## config.mk

```make
export PLATFORM = sky130hd
export DESIGN_NAME = lcd_bus_receiver_flat
export DESIGN_NICKNAME = d
export VERILOG_FILES = /design/src/rtl/lcd_bus_receiver_if.sv /design/src/rtl/lcd_bus_receiver.sv /design/src/flat_wrapper.sv
export SDC_FILE = /design/constraint.sdc
export NUM_CORES = 1
export LEC_CHECK = 0
export CAP_MARGIN = 0
export CORE_ASPECT_RATIO = 0.6
export CORE_MARGIN = 5
export CORE_UTILIZATION = 55
export DETAILED_ROUTE_END_ITERATION = 10
export PLACE_DENSITY = 0.77
export SLEW_MARGIN = 20
export SYNTH_ARGS = -nofsm -noshare
export SYNTH_HDL_FRONTEND = slang
export SYNTH_SLANG_ARGS = --single-unit
```

## constraint.sdc

```tcl
create_clock -name Clock -period 2.9 [get_ports Clock]
set_clock_uncertainty 0.2 [all_clocks]
set_input_delay 0.29 -clock Clock [delete_from_list [all_inputs] [get_ports Clock]]
set_output_delay 0.29 -clock Clock [all_outputs]
set_load 0.005 [all_outputs]
```

## src/rtl/lcd_bus_receiver_if.sv

```systemverilog
// LCD 4-bit write bus pins (E, RS, RW, DB[7:4]) as seen by the receiver.
// The controller side drives the pins and the receiver samples them.
// There is no ready/valid handshake on this bus. A nibble is transferred
// when E falls, and RS/RW/DB must be stable while E is high.
interface lcd_bus_receiver_if;
   logic       iLCD_Enabled;
   logic       iLCD_RegisterSelect;
   logic       iLCD_ReadWrite;
   logic [3:0] iLCD_Data;

   modport master (
      output iLCD_Enabled,
      output iLCD_RegisterSelect,
      output iLCD_ReadWrite,
      output iLCD_Data
   );

   modport slave (
      input iLCD_Enabled,
      input iLCD_RegisterSelect,
      input iLCD_ReadWrite,
      input iLCD_Data
   );
endinterface

```

## src/rtl/lcd_bus_receiver.sv

```systemverilog
// Responder end of an HD44780-style 4-bit LCD write bus.
// The bus pins are synchronized and each falling E edge becomes one nibble strobe.
// The receiver follows the power-on 8-bit to 4-bit switch and pairs nibbles into bytes.
// It models the controller busy time and the display-on, entry I/D and address registers.
// Short E pulses, read cycles and writes made while busy produce one-cycle error pulses.
// oByteValid rises on the 4th clock edge, counting the edge that first samples E low.
module lcd_bus_receiver #(
   parameter int BUSY_CYCLES       = 2000,
   parameter int CLEAR_BUSY_CYCLES = 82000,
   parameter int MIN_E_HIGH        = 12
) (
   input  logic              Clock,
   input  logic              Reset,
   lcd_bus_receiver_if.slave bus,
   output logic              oByteValid,
   output logic [7:0]        oByte,
   output logic              oByteIsData,
   output logic              oMode4,
   output logic              oBusy,
   output logic              oDisplayOn,
   output logic [6:0]        oAddress,
   output logic              oBusyViolation,
   output logic              oPulseErr,
   output logic              oProtoErr,
   output logic [1:0]        oState
);

   localparam int BMAX = (CLEAR_BUSY_CYCLES > BUSY_CYCLES) ? CLEAR_BUSY_CYCLES : BUSY_CYCLES;
   localparam int BCW  = $clog2(BMAX + 1);
   localparam int ECW  = $clog2(MIN_E_HIGH + 1);
   localparam logic [BCW-1:0] BUSY_LOAD  = BCW'(BUSY_CYCLES);
   localparam logic [BCW-1:0] CLEAR_LOAD = BCW'(CLEAR_BUSY_CYCLES);
   localparam logic [ECW-1:0] E_SAT      = ECW'(MIN_E_HIGH);

   typedef enum logic [1:0] {
      ST_INIT8    = 2'd0,
      ST_MODE4_HI = 2'd1,
      ST_MODE4_LO = 2'd2
   } state_t;

   logic           r_e_s1, r_e_s2, r_e_s3;
   logic           r_rs_s1, r_rs_s2, r_rw_s1, r_rw_s2;
   logic [3:0]     r_db_s1, r_db_s2;
   logic           r_cap_rs, r_cap_rw;
   logic [3:0]     r_cap_db;
   logic [ECW-1:0] r_ehigh_cnt;
   logic           r_stb, r_stb_short, r_stb_rs, r_stb_rw;
   logic [3:0]     r_stb_db;
   state_t         r_state;
   logic [3:0]     r_hi;
   logic           r_hi_rs;
   logic           r_id;
   logic [BCW-1:0] r_busy_cnt;

   logic           w_fall;
   logic [7:0]     w_byte;
   logic           w_is_clear;
   logic           w_busy_viol;

   assign w_fall      = r_e_s3 & ~r_e_s2;
   assign w_byte      = {r_hi, r_stb_db};
   // Commands 0x01..0x03 (clear / return home) take the long busy time.
   assign w_is_clear  = ~r_hi_rs & (w_byte[7:2] == 6'd0) & (w_byte[1:0] != 2'd0);
   // Busy still asserted after this edge. A counter at 1 expires on this same edge.
   assign w_busy_viol = (r_busy_cnt > BCW'(1));
   assign oBusy       = (r_busy_cnt != '0);
   assign oState      = r_state;

   // Synchronize the pins, keep the last RS/RW/DB seen with E high, and time the E-high width.
   always_ff @(posedge Clock or posedge Reset) begin
      if (Reset) begin
         r_e_s1      <= 1'b0;
         r_e_s2      <= 1'b0;
         r_e_s3      <= 1'b0;
         r_rs_s1     <= 1'b0;
         r_rs_s2     <= 1'b0;
         r_rw_s1     <= 1'b0;
         r_rw_s2     <= 1'b0;
         r_db_s1     <= 4'd0;
         r_db_s2     <= 4'd0;
         r_cap_rs    <= 1'b0;
         r_cap_rw    <= 1'b0;
         r_cap_db    <= 4'd0;
         r_ehigh_cnt <= '0;
      end else begin
         r_e_s1  <= bus.iLCD_Enabled;
         r_e_s2  <= r_e_s1;
         r_e_s3  <= r_e_s2;
         r_rs_s1 <= bus.iLCD_RegisterSelect;
         r_rs_s2 <= r_rs_s1;
         r_rw_s1 <= bus.iLCD_ReadWrite;
         r_rw_s2 <= r_rw_s1;
         r_db_s1 <= bus.iLCD_Data;
         r_db_s2 <= r_db_s1;
         if (r_e_s2) begin
            r_cap_rs <= r_rs_s2;
            r_cap_rw <= r_rw_s2;
            r_cap_db <= r_db_s2;
            if (r_ehigh_cnt != E_SAT) r_ehigh_cnt <= r_ehigh_cnt + 1'b1;
         end else begin
            r_ehigh_cnt <= '0;
         end
      end
   end

   // Register the strobe together with its nibble and a flag marking a too-short E pulse.
   always_ff @(posedge Clock or posedge Reset) begin
      if (Reset) begin
         r_stb       <= 1'b0;
         r_stb_short <= 1'b0;
         r_stb_rs    <= 1'b0;
         r_stb_rw    <= 1'b0;
         r_stb_db    <= 4'd0;
      end else begin
         r_stb <= w_fall;
         if (w_fall) begin
            r_stb_short <= (r_ehigh_cnt < E_SAT);
            r_stb_rs    <= r_cap_rs;
            r_stb_rw    <= r_cap_rw;
            r_stb_db    <= r_cap_db;
         end
      end
   end

   // Bus FSM. It handles the mode switch and byte assembly, runs the busy timer and decodes commands.
   always_ff @(posedge Clock or posedge Reset) begin
      if (Reset) begin
         r_state        <= ST_INIT8;
         r_hi           <= 4'd0;
         r_hi_rs        <= 1'b0;
         r_id           <= 1'b1;
         r_busy_cnt     <= '0;
         oByteValid     <= 1'b0;
         oByte          <= 8'd0;
         oByteIsData    <= 1'b0;
         oMode4         <= 1'b0;
         oDisplayOn     <= 1'b0;
         oAddress       <= 7'd0;
         oBusyViolation <= 1'b0;
         oPulseErr      <= 1'b0;
         oProtoErr      <= 1'b0;
      end else begin
         oByteValid     <= 1'b0;
         oBusyViolation <= 1'b0;
         oPulseErr      <= 1'b0;
         oProtoErr      <= 1'b0;
         if (r_busy_cnt != '0) r_busy_cnt <= r_busy_cnt - 1'b1;
         if (r_stb) begin
            if (r_stb_short) begin
               oPulseErr <= 1'b1;
            end else if (r_stb_rw) begin
               oProtoErr <= 1'b1;
            end else begin
               if ((r_state != ST_INIT8) && w_busy_viol) oBusyViolation <= 1'b1;
               case (r_state)
                  ST_INIT8: begin
                     if (r_stb_db == 4'h2) begin
                        r_state <= ST_MODE4_HI;
                        oMode4  <= 1'b1;
                     end
                  end
                  ST_MODE4_HI: begin
                     r_hi    <= r_stb_db;
                     r_hi_rs <= r_stb_rs;
                     r_state <= ST_MODE4_LO;
                  end
                  ST_MODE4_LO: begin
                     oByte       <= w_byte;
                     oByteIsData <= r_hi_rs;
                     oByteValid  <= 1'b1;
                     r_state     <= ST_MODE4_HI;
                     r_busy_cnt  <= w_is_clear ? CLEAR_LOAD : BUSY_LOAD;
                     if (r_hi_rs) begin
                        oAddress <= r_id ? (oAddress + 7'd1) : (oAddress - 7'd1);
                     end else if (w_byte[7]) begin
                        oAddress <= w_byte[6:0];
                     end else if (w_byte[6:4] != 3'd0) begin
                        // Function set, CGRAM address and shift leave the tracked registers alone.
                        oAddress <= oAddress;
                     end else if (w_byte[3]) begin
                        oDisplayOn <= w_byte[2];
                     end else if (w_byte[2]) begin
                        r_id <= w_byte[1];
                     end else if (w_byte[1:0] != 2'd0) begin
                        oAddress <= 7'd0;
                     end
                  end
                  default: r_state <= ST_INIT8;
               endcase
            end
         end
      end
   end

endmodule

```

## src/flat_wrapper.sv

```systemverilog
// flat-port wrapper written by rule: the top's interface ports become plain ports
module lcd_bus_receiver_flat 
#(
   parameter int BUSY_CYCLES       = 2000,
   parameter int CLEAR_BUSY_CYCLES = 82000,
   parameter int MIN_E_HIGH        = 12
)
  (Clock, Reset, oByteValid, oByte, oByteIsData, oMode4, oBusy, oDisplayOn, oAddress, oBusyViolation, oPulseErr, oProtoErr, oState, bus_iLCD_Enabled, bus_iLCD_RegisterSelect, bus_iLCD_ReadWrite, bus_iLCD_Data);
  lcd_bus_receiver_if bus_i ();
  input  logic Clock;
  input  logic Reset;
  output logic oByteValid;
  output logic [7:0] oByte;
  output logic oByteIsData;
  output logic oMode4;
  output logic oBusy;
  output logic oDisplayOn;
  output logic [6:0] oAddress;
  output logic oBusyViolation;
  output logic oPulseErr;
  output logic oProtoErr;
  output logic [1:0] oState;
  input wire logic [$bits(bus_i.iLCD_Enabled)-1:0] bus_iLCD_Enabled;
  input wire logic [$bits(bus_i.iLCD_RegisterSelect)-1:0] bus_iLCD_RegisterSelect;
  input wire logic [$bits(bus_i.iLCD_ReadWrite)-1:0] bus_iLCD_ReadWrite;
  input wire logic [$bits(bus_i.iLCD_Data)-1:0] bus_iLCD_Data;
  assign bus_i.iLCD_Enabled = bus_iLCD_Enabled;
  assign bus_i.iLCD_RegisterSelect = bus_iLCD_RegisterSelect;
  assign bus_i.iLCD_ReadWrite = bus_iLCD_ReadWrite;
  assign bus_i.iLCD_Data = bus_iLCD_Data;
  lcd_bus_receiver #(.BUSY_CYCLES(BUSY_CYCLES), .CLEAR_BUSY_CYCLES(CLEAR_BUSY_CYCLES), .MIN_E_HIGH(MIN_E_HIGH)) u_core (.Clock(Clock), .Reset(Reset), .bus(bus_i), .oByteValid(oByteValid), .oByte(oByte), .oByteIsData(oByteIsData), .oMode4(oMode4), .oBusy(oBusy), .oDisplayOn(oDisplayOn), .oAddress(oAddress), .oBusyViolation(oBusyViolation), .oPulseErr(oPulseErr), .oProtoErr(oProtoErr), .oState(oState));
endmodule
```

==> results of run 1 <==
==> final cells by class <==
| cell class | instances | area [um^2] | share of cell area, % |
|---|---|---|---|
| clock buffer | 11 | 151 | 3.56 |
| clock inverter | 5 | 62.6 | 1.47 |
| inverter | 11 | 41.3 | 0.972 |
| multi-input combinational | 218 | 1510 | 35.6 |
| sequential | 80 | 2000 | 47.2 |
| tap | 84 | 105 | 2.47 |
| timing repair buffer | 37 | 373 | 8.78 |
==> critical path: cells and delay by family, from the launching register on <==
family	cells	cell delay [ns]
and+or+nand+nor	3	0.99
DFF	1	0.42
buffers and inverters	1	0.50
==> flip-flops by register name (all words and copies together), names as in the netlist, 2 cells and up <==
| name | flops |
|---|---|
| u_core.r_busy_cnt | 17 |
| u_core.r_db_s1 | 4 |
| u_core.oByte | 8 |
| u_core.r_stb_db | 4 |
| u_core.r_hi | 4 |
| u_core.oState | 2 |
| u_core.r_cap_db | 4 |
| u_core.r_db_s2 | 4 |
| u_core.oAddress | 7 |
| u_core.r_ehigh_cnt | 4 |
==> final timing paths <==
path | start | to | slack, ns
worst max register to register | u_core.r_id | u_core.oAddress[6] | 0.35
max in group asynchronous | Reset | u_core.r_id | 1.63
worst min register to register | u_core.r_e_s1 | u_core.r_e_s2 | 0.15
worst max-delay path | u_core.r_busy_cnt[11] | oBusy | 0.15
min in group Clock | u_core.r_e_s1 | u_core.r_e_s2 | 0.15
worst min-delay path | Reset | u_core.r_stb_short | 0.14
==> routing by layer <==
layer | up-vias | part of all wire (%)
met5 | - | 0
met2 | 48 | 44
met3 | 8 | 4.8
li1 | 1188 | -
met1 | 1205 | 50
met4 | 0 | 0.91
==> kinds of logic after synthesis <==
kind of cell             after synthesis  synth area share (%)
XOR/XNOR                              15                  3.63
AND/OR/NAND/NOR                      116                  17.6
buffers and inverters                 25                  2.87
flip-flops                            80                  55.4
adder cells (fa/ha/maj)               10                  3.67
AO/OA/AOI/OAI                         53                  9.58
multiplexers                          24                  7.33
==> Yosys cell counts (all sizes together), types with 2 or more instances <==
cell type  number  area, um^2
a211oi          6        45.0
a21boi          2        15.0
a21o            5        37.5
a21oi          12        60.1
a22o            2        17.5
a31oi           4        25.0
and2            4        26.3
buf             6        32.5
clkbuf          8        30.0
dfrtp          79        1980
ha              9         113
inv            11        41.3
mux2           20         225
mux2i           4        40.0
nand2          45         171
nand3           6        30.0
nand3b          2        15.0
nor2           25         101
nor2b           3        18.8
nor3            9        56.3
nor3b           6        50.1
nor4            4        55.1
o21ai          14        70.1
or3             3        25.0
or4             2        22.5
xnor2          14         123
==> power by group through the flow <==
stage	sequential, mW	combinational (mW)	clock [mW]
final	1.46	0.591	0.845
after global routing	1.48	0.657	0.926
after CTS	1.46	0.594	0.881
after detailed placement	1.47	0.589	0
after global placement	1.46	0.560	0
after floorplan	1.42	0.482	0
==> stage by stage <==
stage	area (um^2)	total power, mW
2_1_floorplan	3620	1.90
3_3_place_gp	4030	2.02
3_5_place_dp	4030	2.06
4_1_cts	4250	2.93
5_1_grt	4250	3.06
6_report	4250	2.89
==> metrics.txt, run 1 <==
run status=complete, no violations; RePlAce Congestion=0.797; endpoints failing setup=0; final WL=roughly 6700 um; final slew viol count=0; Final Hold Fails=0; drt initial violations=147; number of synthesized flops with an enable pin=0; crit-path max FO=4; Most Used Layer, Global Route=met2; Finished Layout Cells=about 450; fin worst setup slack=0.153 ns; dpl ws=0.394 ns; Worst-Skew Late Latency=0.35 ns; NumNets Final=376; Rel. slew slack=52.4%; PortBufs=33; Num CTS Buffers=9; Reg2Reg Depth=7; post-synthesis to final-layout area growth=17.4%; H-tree levels=3; initial core utilization=57.9%; CTS max path bufs=2; DR pass1 iterations=4; die width=115 um; DIE AREA=8350 um^2; dpl hpwl=4780 um; post_cts resized=0; Synth Flop Type=dfrtp_1; Row Count=22; Root Driver=clkbuf_8; Sequential Power Share=50.4%; grt met1 use=25.2%; Setup Buffers After CTS=0; diode count=0; Crit. End Element=output port; vias in the first global route=2377; Int Pwr=~2.0 mW; die span in y=72.8 um; flops & latches, synth=80; Syn Inst Count=323; met3 GRT Util=5.63%; CP max-delay cell=or4_4; largest net degree at the start of global routing=55; Ports=34; DRC=0; RSZ-0062 raised after global routing=no; switch share=30.8%; placed cells=between 400 and 500; arrival time worst endpoint=2.26 ns; met2 GRT Util=26.3%; CP max stage delay=0.60 ns; # fillers=~480; clock power share=29.2%; CTS clk-pin slew, worst paths=0.08 ns; Hold/Removal Path Class=input port to asynchronous set/reset pin; Seq/Total Area, Yosys=55.4%; Core Util, Final=68.0%; Switch Pwr=0.890 mW; core area=6250 um^2; worst slew pin tran=0.713 ns; CTS Sinks=80; LEAKAGE=around 1.9 nW; vias per cell=5.49; WS Path Type=register to output port; crit path time final=around 2.7 ns; Distinct cells, synth=54; ANT nets after route=0; Avg WL per Cell=15.0 um; crit-path cells=or4_4 -> nor3_4 -> nand4_2 -> clkdlybuf4s50_1; Vias=2449; CTS tree=yes; cell area power density=681 nW/um^2; Synth Area per Inst=11.2 um^2; post-synthesis cell area=3620 um^2; Yosys warning total=0; overall overflow remaining after global route=0; required time worst endpoint=between 2 and 2.5 ns; first-pass GRT wire length=11600 um; IR drop worst, VDD=roughly 0.00044 V; CP Launch Type=register; Tcrit/Tclk final=94.7%; share of cells above drive strength 1=between 15 and 20%; Combinational Power Share=20.4%; CTS Hold Bufs=0; commonest non-fill, non-tap cell in the layout=dfrtp_1; most frequent cells in the layout=dfrtp_1, nand2_1, clkdlybuf4s50_1, nor2_1, mux2_2; initial antenna violation count=0; setup TNS=0 ns; fmax=0.364 GHz; syn nets=342; GRT Util Overall=between 10% and 20%; hold_ws=0.139 ns; post-synthesis async set-or-reset flop share=100%; MaxCap Viol Count=0
Note: power is estimated with default switching activity, not from simulation.
==> run 2: changes to the inputs <==
Clock period 2.9 ns to 3.15 ns, I/O delays scaled along.
==> run 2 against run 1 <==
Net effect:
- clock power is 12% lower
- sequential share of layout area is 0.17 points higher
- first-iteration DRC count is 22% higher
- global-route usage is 0.48 points higher
- worst setup slack better by 0.10 ns
- power is 10% lower
- cell count stayed put
- sequential power is 8% lower
- utilization is 0.24 points lower
- critical path type unchanged
==> metrics.txt, run 2 (same netlist as run 1, synthesis figures left out) <==
Final Instance Area=4230 um^2 (-0.35%); GRT Util Overall=18.3% (+0.48 points); die width=115 um (unchanged); vias in the first global route=2446 (+2.9%); LEAKAGE=1.88 nW (-0.34%); hold depth=0; Hold Startpoint=u_core.r_db_s1[2]; NumNets Final=376 (unchanged); Setup Buffers After CTS=0 (unchanged); RSZ-0062 raised after global routing=no; MaxCap Viol Count=0 (unchanged); WL met3=404 um (+25%); Tcrit/Tclk final=92.0%; max FFs per register=17 (unchanged); setup TNS=0 ns (unchanged); Final Hold Fails=0 (unchanged); DIE AREA=8350 um^2 (unchanged); Reg with most FFs=u_core.r_busy_cnt; arrival time worst endpoint=2.38 ns (+0.12 ns); commonest non-fill, non-tap cell in the layout=dfrtp_1; DRT met1 WL=3420 um (+2.1%); overall overflow remaining after global route=0 (unchanged); hold_ws=0.151 ns (+0.0123 ns); highest metal used=met4; most frequent cells in the layout=dfrtp_1, nand2_1, clkdlybuf4s50_1, nor2_1, mux2_2; initial antenna violation count=0 (unchanged); final slew viol count=0 (unchanged); dpl hpwl=4690 um (-2.0%); Rel. slew slack=49.3% (-3.0 points); CP Launch Type=register; diode count=0 (unchanged); PortBufs=33 (unchanged); first-pass GRT wire length=11800 um (+2.3%); routed wl met2=2880 um (-3.1%); DR pass1 iterations=4 (unchanged); post-synthesis to final-layout area growth=17.0%; post_cts resized=0 (unchanged); required time worst endpoint=2.63 ns (+0.22 ns); CTS Sinks=80 (unchanged); R2R Path Start=u_core.r_id; Avg WL per Cell=15.1 um (+0.70%); Reg2Reg Depth=7 (unchanged); crit path time final=2.90 ns; fmax=0.345 GHz; R2R setup slack=0.60 ns (+0.25 ns); cell area power density=615 nW/um^2 (-9.7%); worst slew pin tran=0.758 ns (+0.0456 ns); Hold Crit Endpoint=u_core.r_db_s2[2]; largest net degree at the start of global routing=71 (+29%); Crit. End Element=output port; Row Count=22 (unchanged); dpl ws=0.602 ns (+0.208 ns); Worst-Skew Late Latency=0.36 ns (about the same); Root Driver=clkbuf_8; DRC=0 (unchanged); Num CTS Buffers=9 (unchanged); Finished Layout Cells=446 (unchanged); run status=complete, no violations; Hold/Removal Path Class=register to register; RePlAce Congestion=0.849 (+6.6%); endpoints failing setup=0 (unchanged); core area=6250 um^2 (unchanged); CTS tree=yes; Ports=34 (unchanged); CTS max path bufs=2 (unchanged); drt initial violations=180 (+22%); Vias=2434 (-0.61%); share of cells above drive strength 1=14.9% (-0.55 points); reg-to-reg endpoint=u_core.oAddress[6]; Power Total=2.60 mW (-10%); die span in y=72.8 um (unchanged); Largest regs=u_core.r_busy_cnt: 17 flops, u_core.oByte: 8 flops, u_core.oAddress: 7 flops; placed cells=429 (-0.23%); WS Path Type=register to output port; fin worst setup slack=0.253 ns (+0.0997 ns); crit-path max FO=6 (+2); ANT nets after route=0 (unchanged); CTS clk-pin slew, worst paths=0.08 ns (about the same); H-tree levels=3 (unchanged); final WL=6750 um (+0.70%); IR drop worst, VDD=0.000421 V (-4.3%); area post-placement=4030 um^2 (-0.19%); initial core utilization=57.9% (unchanged); Core Util, Final=67.7% (-0.24 points); vias per cell=5.46 (-0.61%)
[run 2: cell type report]
type	instances	area [um^2]
clock buffers	10	128
clock inverters	6	68.8
fillers	486	2020
inverters	11	41.3
multi-input cells	218	1510
flip-flops and latches	80	2000
well taps	84	105
repair buffers	37	375
[run 2: critical path, cell delays in order (launching register included)]
cell and delay [ns]:
dfrtp_1 0.42, or4_4 0.59, nor3_4 0.32, nand4_2 0.20
clkdlybuf4s50_1 0.49
[run 2: what timing repair did]
item | CTS | global route
hold buffers | 1 | 0
setup endpoints to repair | 0 | 0
endpoints found under the hold margin | 10 | 0
[run 2: routing by layer]
layer	global-route usage (%)	vias up
li1	-	1194
met1	25.1	1186
met2	26.5	45
met3	8.29	9
met4	5.08	0
met5	0	-
[run 2: how the worst max path moves through the flow]
stage                          start            endpoint  cells past startpoint
6_report       u_core.r_busy_cnt[11]               oBusy                      4
2_1_floorplan                  Reset  u_core.oAddress[0]                      1
3_5_place_dp             u_core.r_id  u_core.oAddress[6]                      7
4_1_cts        u_core.r_busy_cnt[11]               oBusy                      4
3_3_place_gp   u_core.r_busy_cnt[11]               oBusy                      4
5_1_grt        u_core.r_busy_cnt[11]               oBusy                      4
[run 2: report_power, final]
group	leakage [nW]	internal, mW	switching (mW)
clock network	0.0968	0.370	0.376
registers	1.02	1.17	0.173
logic	0.760	0.256	0.262
